## src/rtl/dc_wb_buffer.sv

```systemverilog
// -----------------------------------------------------------------------------
// dc_wb_buffer
//   Dirty-victim write-back buffer for the dcache. On a miss it picks the victim
//   way from the LRU bit. A valid, dirty victim line is queued with its address
//   and owning thread in a small FIFO. Queued lines are drained to L2 over a
//   req/ack handshake, so miss refills never wait on L2 writes.
//
// Optional feature (compile-time macro DC_WB_FWD_EN):
//   defined   - fwd_addr is compared against every queued entry; fwd_hit and
//               fwd_data return the youngest matching entry.
//   undefined - fwd_hit and fwd_data are tied to 0; no compare logic is built.
//
// Ports
//   clk, reset             clock; asynchronous active-low reset
//   wb_push, wb_index      miss needs eviction this cycle; set index of the miss
//   lru                    1 -> victim is way1, 0 -> victim is way0
//   tag0_rd/tag1_rd        way tags, valid bit in the MSB
//   dirty0/1, thread0/1    way dirty bits and owning threads
//   line0_rd/line1_rd      way data lines
//   l2_wr_ack              one-cycle L2 accept pulse
//   l2_wr_req/addr/data/thread  write-back request and head entry to L2
//   wb_full, wb_busy       FIFO full (registered); FIFO or FSM active
//   wb_ovf                 sticky: a qualifying push was dropped while full
//   fwd_addr/fwd_hit/fwd_data  refill-path lookup into the queued lines
// -----------------------------------------------------------------------------
module dc_wb_buffer #(
    parameter int DEPTH  = 4,
    parameter int LINE_W = 128,
    parameter int TAG_W  = 21,
    parameter int IDX_W  = 8
) (
    input  logic                     clk,
    input  logic                     reset,
    input  logic                     wb_push,
    input  logic [IDX_W-1:0]         wb_index,
    input  logic                     lru,
    input  logic [TAG_W-1:0]         tag0_rd,
    input  logic [TAG_W-1:0]         tag1_rd,
    input  logic                     dirty0,
    input  logic                     dirty1,
    input  logic [1:0]               thread0,
    input  logic [1:0]               thread1,
    input  logic [LINE_W-1:0]        line0_rd,
    input  logic [LINE_W-1:0]        line1_rd,
    input  logic                     l2_wr_ack,
    output logic                     l2_wr_req,
    output logic [TAG_W+IDX_W-2:0]   l2_wr_addr,
    output logic [LINE_W-1:0]        l2_wr_data,
    output logic [1:0]               l2_wr_thread,
    output logic                     wb_full,
    output logic                     wb_busy,
    output logic                     wb_ovf,
    input  logic [TAG_W+IDX_W-2:0]   fwd_addr,
    output logic                     fwd_hit,
    output logic [LINE_W-1:0]        fwd_data
);

    localparam int ADDR_W = TAG_W - 1 + IDX_W;
    localparam int PTR_W  = $clog2(DEPTH);
    localparam int CNT_W  = PTR_W + 1;
    localparam logic [CNT_W-1:0] FULL_CNT = CNT_W'(DEPTH);

    typedef enum logic [1:0] {S_IDLE, S_REQ, S_GAP} state_e;

    state_e            state_q, state_d;
    logic [PTR_W-1:0]  rd_ptr_q, rd_ptr_d;
    logic [PTR_W-1:0]  wr_ptr_q, wr_ptr_d;
    logic [CNT_W-1:0]  count_q, count_d;
    logic              full_q;
    logic              ovf_q, ovf_d;

    logic [ADDR_W-1:0] addr_mem [DEPTH];
    logic [LINE_W-1:0] data_mem [DEPTH];
    logic [1:0]        thr_mem  [DEPTH];

    // Victim selection straight from the LRU bit.
    logic [TAG_W-1:0]  vic_tag;
    logic              vic_dirty;
    logic [1:0]        vic_thread;
    logic [LINE_W-1:0] vic_line;
    logic [ADDR_W-1:0] vic_addr;

    assign vic_tag    = lru ? tag1_rd  : tag0_rd;
    assign vic_dirty  = lru ? dirty1   : dirty0;
    assign vic_thread = lru ? thread1  : thread0;
    assign vic_line   = lru ? line1_rd : line0_rd;
    assign vic_addr   = {vic_tag[TAG_W-2:0], wb_index};

    logic push_qual, push_acc, pop;

    assign pop       = (state_q == S_REQ) && l2_wr_ack;
    assign push_qual = wb_push && vic_tag[TAG_W-1] && vic_dirty;
    // A full FIFO can still take the push when the head leaves on the same edge;
    // the freed slot is exactly the one the write pointer points at.
    assign push_acc  = push_qual && (!full_q || pop);

    // NOTE: every always_comb output gets a default before any branch so no
    // path leaves it unassigned, which would otherwise infer a latch.
    always_comb begin
        rd_ptr_d = rd_ptr_q;
        wr_ptr_d = wr_ptr_q;
        count_d  = count_q;
        ovf_d    = ovf_q;
        if (pop)      rd_ptr_d = rd_ptr_q + PTR_W'(1);
        if (push_acc) wr_ptr_d = wr_ptr_q + PTR_W'(1);
        if (push_qual && !push_acc) ovf_d = 1'b1;
        case ({push_acc, pop})
            2'b10:   count_d = count_q + CNT_W'(1);
            2'b01:   count_d = count_q - CNT_W'(1);
            default: count_d = count_q;
        endcase
    end

    always_comb begin
        state_d = state_q;
        case (state_q)
            S_IDLE:  if (count_q != '0) state_d = S_REQ;
            S_REQ:   if (l2_wr_ack) state_d = S_GAP;
            // One forced low cycle between transfers.
            S_GAP:   state_d = (count_q != '0) ? S_REQ : S_IDLE;
            default: state_d = S_IDLE;
        endcase
    end

    // NOTE: state registers use non-blocking assignments so every flop samples
    // the pre-edge values, independent of process evaluation order.
    always_ff @(posedge clk or negedge reset) begin
        if (!reset) begin
            state_q  <= S_IDLE;
            rd_ptr_q <= '0;
            wr_ptr_q <= '0;
            count_q  <= '0;
            full_q   <= 1'b0;
            ovf_q    <= 1'b0;
        end else begin
            state_q  <= state_d;
            rd_ptr_q <= rd_ptr_d;
            wr_ptr_q <= wr_ptr_d;
            count_q  <= count_d;
            full_q   <= (count_d == FULL_CNT);
            ovf_q    <= ovf_d;
        end
    end

    // NOTE: the entry storage has no reset; which slots hold live data is
    // decided solely by the pointers and count, which are reset.
    always_ff @(posedge clk) begin
        if (push_acc) begin
            addr_mem[wr_ptr_q] <= vic_addr;
            data_mem[wr_ptr_q] <= vic_line;
            thr_mem[wr_ptr_q]  <= vic_thread;
        end
    end

    // Head entry is only presented while requesting, so the bus reads 0 otherwise.
    assign l2_wr_req    = (state_q == S_REQ);
    assign l2_wr_addr   = l2_wr_req ? addr_mem[rd_ptr_q] : '0;
    assign l2_wr_data   = l2_wr_req ? data_mem[rd_ptr_q] : '0;
    assign l2_wr_thread = l2_wr_req ? thr_mem[rd_ptr_q]  : '0;
    assign wb_full      = full_q;
    assign wb_busy      = (count_q != '0) || (state_q != S_IDLE);
    assign wb_ovf       = ovf_q;

`ifdef DC_WB_FWD_EN
    logic [PTR_W-1:0] fwd_slot;

    // Walk oldest to youngest; a later match overrides an earlier one so the
    // youngest copy of a line wins.
    always_comb begin
        fwd_hit  = 1'b0;
        fwd_data = '0;
        fwd_slot = rd_ptr_q;
        for (int k = 0; k < DEPTH; k++) begin
            fwd_slot = rd_ptr_q + PTR_W'(k);
            if ((CNT_W'(k) < count_q) && (addr_mem[fwd_slot] == fwd_addr)) begin
                fwd_hit  = 1'b1;
                fwd_data = data_mem[fwd_slot];
            end
        end
    end
`else
    logic unused_fwd;
    assign unused_fwd = ^fwd_addr;
    assign fwd_hit    = 1'b0;
    assign fwd_data   = '0;
`endif

endmodule
```

## config.mk

```make
export PLATFORM = sky130hd
export DESIGN_NAME = dc_wb_buffer
export DESIGN_NICKNAME = d
export VERILOG_FILES = /design/src/rtl/dc_wb_buffer.sv
export SDC_FILE = /design/constraint.sdc
export NUM_CORES = 1
export LEC_CHECK = 0
export BUFFER_PORTS_ARGS = -buffer_cell sky130_fd_sc_hd__buf_2
export CAP_MARGIN = 20
export CORE_ASPECT_RATIO = 1.2
export CORE_MARGIN = 2
export CORE_UTILIZATION = 40
export DETAILED_ROUTE_END_ITERATION = 10
export GPL_TIMING_DRIVEN = 0
export PLACE_DENSITY = 0.72
export SYNTH_ARGS = -nofsm -noshare
export SYNTH_HDL_FRONTEND = slang
export SYNTH_SLANG_ARGS = --single-unit
```

## constraint.sdc

```tcl
create_clock -name clk -period 15.7 [get_ports clk]
set_clock_uncertainty 0.05 [all_clocks]
set_input_delay 3.14 -clock clk [delete_from_list [all_inputs] [get_ports clk]]
set_output_delay 3.14 -clock clk [all_outputs]
set_load 0.03 [all_outputs]
```

Word level (Yosys, flattened, before mapping)
Memory sizes are Yosys's and may differ from the RTL's. Index checks and enable logic that the tools add are counted.

Bits in writable memories: 632. Flip-flop bits (word level): 11. Memories: 3. Output and inout port bits: 291.

Memories: data_mem (words 4, bits a word 128, rd ports 1, clocked after Yosys merged registers in 0, wr ports 1, RTL line 73) `logic [LINE_W-1:0] data_mem [DEPTH];`; addr_mem (words 4, bits a word 28, rd ports 1, clocked after Yosys merged registers in 0, wr ports 1, RTL line 72) `logic [ADDR_W-1:0] addr_mem [DEPTH];`; thr_mem (words 4, bits a word 2, rd ports 1, clocked after Yosys merged registers in 0, wr ports 1, RTL line 74) `logic [1:0] thr_mem [DEPTH];`.

Reductions and logical operators: 13. Muxes and demuxes: 14. Equality and inequality tests: 7. $add $sub $neg: 4.

Operators by type and width (number): $mux W128 (2); $mux W28 (1); $mux W21 (1); $mux W2 (4); $pmux W2 S3 (1); $pmux W3 S2 (1); $logic_and A1 B1 Y1 (5); $add A2 B1 Y2 const B (2); $eq A2 B1 Y1 const B (2); $eq A2 B2 Y1 const B (2); $mux W1 (4); $ne A2 B2 Y1 const B (2); $add A3 B1 Y3 const B (1); $eq A3 B3 Y1 const B (1); $reduce_bool A3 Y1 (1); $sub A3 B1 Y3 const B (1); $logic_not A1 Y1 (2); $logic_not A2 Y1 (1); $logic_or A1 B1 Y1 (2); $reduce_and A2 Y1 (1); $reduce_bool A2 Y1 (1).

Logic depth before layout (Yosys ltp)
Depth in word-level cells: 7. Gate-level depth with buffers: 9.

Worst setup path before layout
Ideal clock, no wire load.

Path type: input to register. Start: input port lru. End: memory addr_mem[0][0] (netlist name) (enable). Slack: 7.600 ns. Library setup time: 0.537 ns. Data required time: 15.113 ns. Cell stages on the path: 4. Data arrival time: 7.513 ns. Cell sequence: buf_2 nand4b_1 a22oi_1 and2_1.

Cells in the longest elaborated chain, start to end: 6.

Ends and longest elaborated chain: from (decl) (RTL line 36) `input logic lru,`; $mux W21 (RTL line 83) `assign vic_tag = lru ? tag1_rd : tag0_rd;`; $logic_and A1 B1 Y1 (RTL line 92) `assign push_qual = wb_push && vic_tag[TAG_W-1] && vic_dirty;`; $logic_and A1 B1 Y1 (*) (RTL line 92); $logic_and A1 B1 Y1 (*) (RTL line 95) `assign push_acc = push_qual && (!full_q || pop);`; $mux W1 (*) (RTL line 148) `if (push_acc) begin`; $mux W1 (not written as such) (*) (RTL line 149) `addr_mem[wr_ptr_q] <= vic_addr;`; to (decl) (RTL line 72).

Every way passes the cells marked *; elsewhere a longest branch is shown, timed or not.

Worst setup path after layout
Start: register rd_ptr_q[1]. End: output port l2_wr_data[90].

Cells in the longest elaborated chain, start to end: 2.

Ends and longest elaborated chain: from (decl) (RTL line 66) `logic [PTR_W-1:0] rd_ptr_q, rd_ptr_d;`; from (signal assigned) (RTL line 137) `rd_ptr_q <= rd_ptr_d;`; $mem_v2 Z4 W128; $mux W128 (RTL line 158) `assign l2_wr_data = l2_wr_req ? data_mem[rd_ptr_q] : '0;`; to (decl) (RTL line 48) `output logic [LINE_W-1:0] l2_wr_data,`.

No other way between the ends.

==> results.py <==
metrics = {
    "status": {
        "status": "completed",
    },
    "final_layout": {
        "num-nets-final": 2379,
        "area.growth.synth_to_final_pct": 23.3,
        "drive_gt1_share_pct": 51.3,
        "antenna_cells": 0,
        "fill_cells": 5574,
    },
    "cts": {
        "cts_tree": "built",
        "numCtsBuffers": 60,
        "insertion_delay_ns": 0.61,
        "cts_root_buf": "clkbuf_16",
        "cts.repair.resized": 0,
        "postCtsSetupBuffers": 0,
        "htree_num_levels": 2,
        "postCtsHoldBufs": 0,
        "clockBufferDepth": 3,
        "clkTransAtPathRegs_ns": 0.06,
        "clock_sink_count": 643,
    },
    "yosys": {
        "synth_seq_cells": 643,
        "synth_edf_count": 632,
        "synth_cells": 1348,
        "syn_area_per_cell_um2": 20.1,
        "ys.warnings.count": 0,
        "ys_seq_area_share_pct": 70.9,
        "synth_area_um2": 27200,
        "ys_async_sr_fraction_pct": 1.71,
        "synth.distinct_cells": 26,
        "synth_ff_type": "edfxtp_1",
    },
    "global_route": {
        "grt_max_degree": 57,
        "antenna_found_initial": 3,
        "grt.total_usage_pct": 17.2,
        "gr-total-overflow": 0,
        "grt_pass1_vias": 15400,
        "grt_pass1_wl_um": 91100,
    },
    "timing": {
        "tightest_slew_ns": 1.05,
        "holdWs_ns": 0.443,
        "slew_headroom_pct": 30.0,
        "clock.fmax_ghz": 0.157,
        "setup_tns_ns": 0,
        "fin_crit_ns": 6.37,
        "fin_crit_sh_pct": 40.6,
        "drv_slew": 0,
        "setup_viol": 0,
        "hold_viol": 0,
        "rsz0062_at_grt": "no",
    },
    "setup_path": {
        "rr_startpoint": "state_q[1]",
        "worst_ep_arrival_time_ns": 3.18,
        "slowest_stage": "clkbuf_1",
        "start_kind": "register",
        "crit_top_cell": "buf_2",
        "path_class": "register to output port",
        "rr_endpoint": "wb_full",
        "crit_required_ns": 12.51,
        "slowest_delay_ns": 0.80,
        "rr_worst_depth": 8,
        "cp_max_fo": 10,
        "end_kind": "output port",
        "regToRegSetupSlack_ns": 12.60,
        "startpoint": "rd_ptr_q[1]",
        "crit_chain": "buf_2 -> clkbuf_1 -> buf_2 -> mux4_2 -> and2_1 -> buf_2",
    },
    "floorplan": {
        "dieArea_um2": 70000,
        "fp.dieH_um": 289,
        "die_w_um": 242,
        "num_io_pins": 636,
        "design.core.area_um2": 67100,
        "initial_core_util_pct": 40.4,
        "num_rows": 104,
    },
    "routing": {
        "vias": 14300,
        "wire_per_inst_um": 20.8,
        "ant_nets": 0,
        "viasPerCell": 4.82,
        "first_pass_iters": 4,
        "drt_iter0_markers": 797,
        "wl_um": 61800,
        "remaining_drc_errors": 0,
    },
    "job": {
        "drv_cap": 0,
    },
    "pwr": {
        "p_leak_uw": 0.0125,
        "peakVddDrop_uv": 115,
        "powerDensity_nw_per_um2": 163,
        "total_power_uw": 5470,
    },
    "worst_hold_path": {
        "hold_start": "wb_ovf",
        "holdCritPathClass": "register to register",
        "min_path_cells": 1,
        "holdPathEnd": "wb_ovf",
    },
    "place": {
        "port_buffers": 477,
        "place_congestion": 0.766,
        "place.detailed.hpwl_um": 42300,
    },
}
-- layer usage --
layer	global-route usage, %	vias up	share of wire, %
met5	0	-	0.021
met2	32.2	565	53
met1	19.5	7245	37
met4	4.80	2	2.4
met3	4.39	88	7.3
li1	-	6445	-
-- cells in the mapped netlist (all sizes together) (2+ instances only) --
cell type  number  share of area, %
and2          162               3.7
buf           172               4.6
dfrtp          11               1.0
nand2           2             0.028
clkbuf         28              0.39
edfxtp        632                70
xnor2           5              0.16
inv             5             0.069
ha              5              0.23
or3             3             0.069
mux4          158                13
o21ai           2             0.037
mux2          152               6.3
-- report_power, final --
| group | switching, uW | leakage [uW] | internal, uW |
|---|---|---|---|
| combinational | 1210 | 0.00568 | 779 |
| clock | 619 | 0.000968 | 825 |
| sequential | 26.2 | 0.00584 | 2010 |
| total | 1860 | 0.0125 | 3610 |
-- how the worst max path moves through the flow --
stage	end	slack, ns	depth (start not counted)
floorplan	addr_mem[0][0]	7.60	4
global placement	data_mem[0][58]	4.20	4
detailed placement	l2_wr_data[90]	9.81	6
CTS	l2_wr_data[90]	9.13	6
global route	l2_wr_data[90]	9.12	6
finish	l2_wr_data[90]	9.33	6
-- sequential cells by signal, indices dropped and copies added (netlist names) --
register	cells
addr_mem	112
thr_mem	8
state_q	2
rd_ptr_q	2
wb_ovf	1
count_q	3
data_mem	512
wr_ptr_q	2
wb_full	1
-- cell usage in the layout, fill, tap and decap left out, drive strengths merged, types with 2 or more instances in the layout --
cell and n:
bufinv 7, or3 3, xnor2 5, ha 5, o21ai 2, conb 129
and2 162, mux4 158, inv 6, edfxtp 632, nand2 2, mux2 152
dfrtp 11, clkinv 32, buf 662, clkbuf 97
-- cells by family after synthesis --
group	count (synthesis)	share of synthesized area (%)
AO/OA/AOI/OAI	6	0.152
XOR/XNOR	5	0.161
adder cells (fa/ha/maj)	6	0.304
buffers and inverters	205	5.10
flip-flops	643	70.9
multiplexers	310	19.4
other	1	0.0138
AND/OR/NAND/NOR	172	3.95
-- worst max-delay path, delay by kind of cell, from the launching register on --
| kind | cells | cell delay [ns] |
|---|---|---|
| DFF | 1 | 0.31 |
| and+or+nand+nor | 1 | 0.24 |
| buffers and inverters | 4 | 1.65 |
| muxes | 1 | 0.34 |
-- metrics by stage --
step | worst slack (ns) | cell area (um2) | utilization [%] | instances
floorplan | 7.60 | 27600 | - | 1476
global placement | 4.20 | 31100 | 46.4 | 2854
detailed placement | 9.81 | 31500 | 46.9 | 2867
CTS | 9.13 | 33500 | 49.8 | 2977
global route | 9.12 | 33500 | 49.8 | 2977
finish | 9.33 | 33500 | 49.8 | 2977
-- final cells by class --
class | count | area [um2] | share of cell area [%]
timing repair buffer | 490 | 2730 | 8.16
inverter | 5 | 18.8 | 0.0561
sequential | 643 | 19300 | 57.5
multi-input combinational | 628 | 7010 | 20.9
tap | 901 | 1130 | 3.37
clock buffer | 69 | 1560 | 4.65
clock inverter | 41 | 409 | 1.22
buffer | 200 | 1370 | 4.08
No activity file was read; power rests on OpenSTA's default activity.
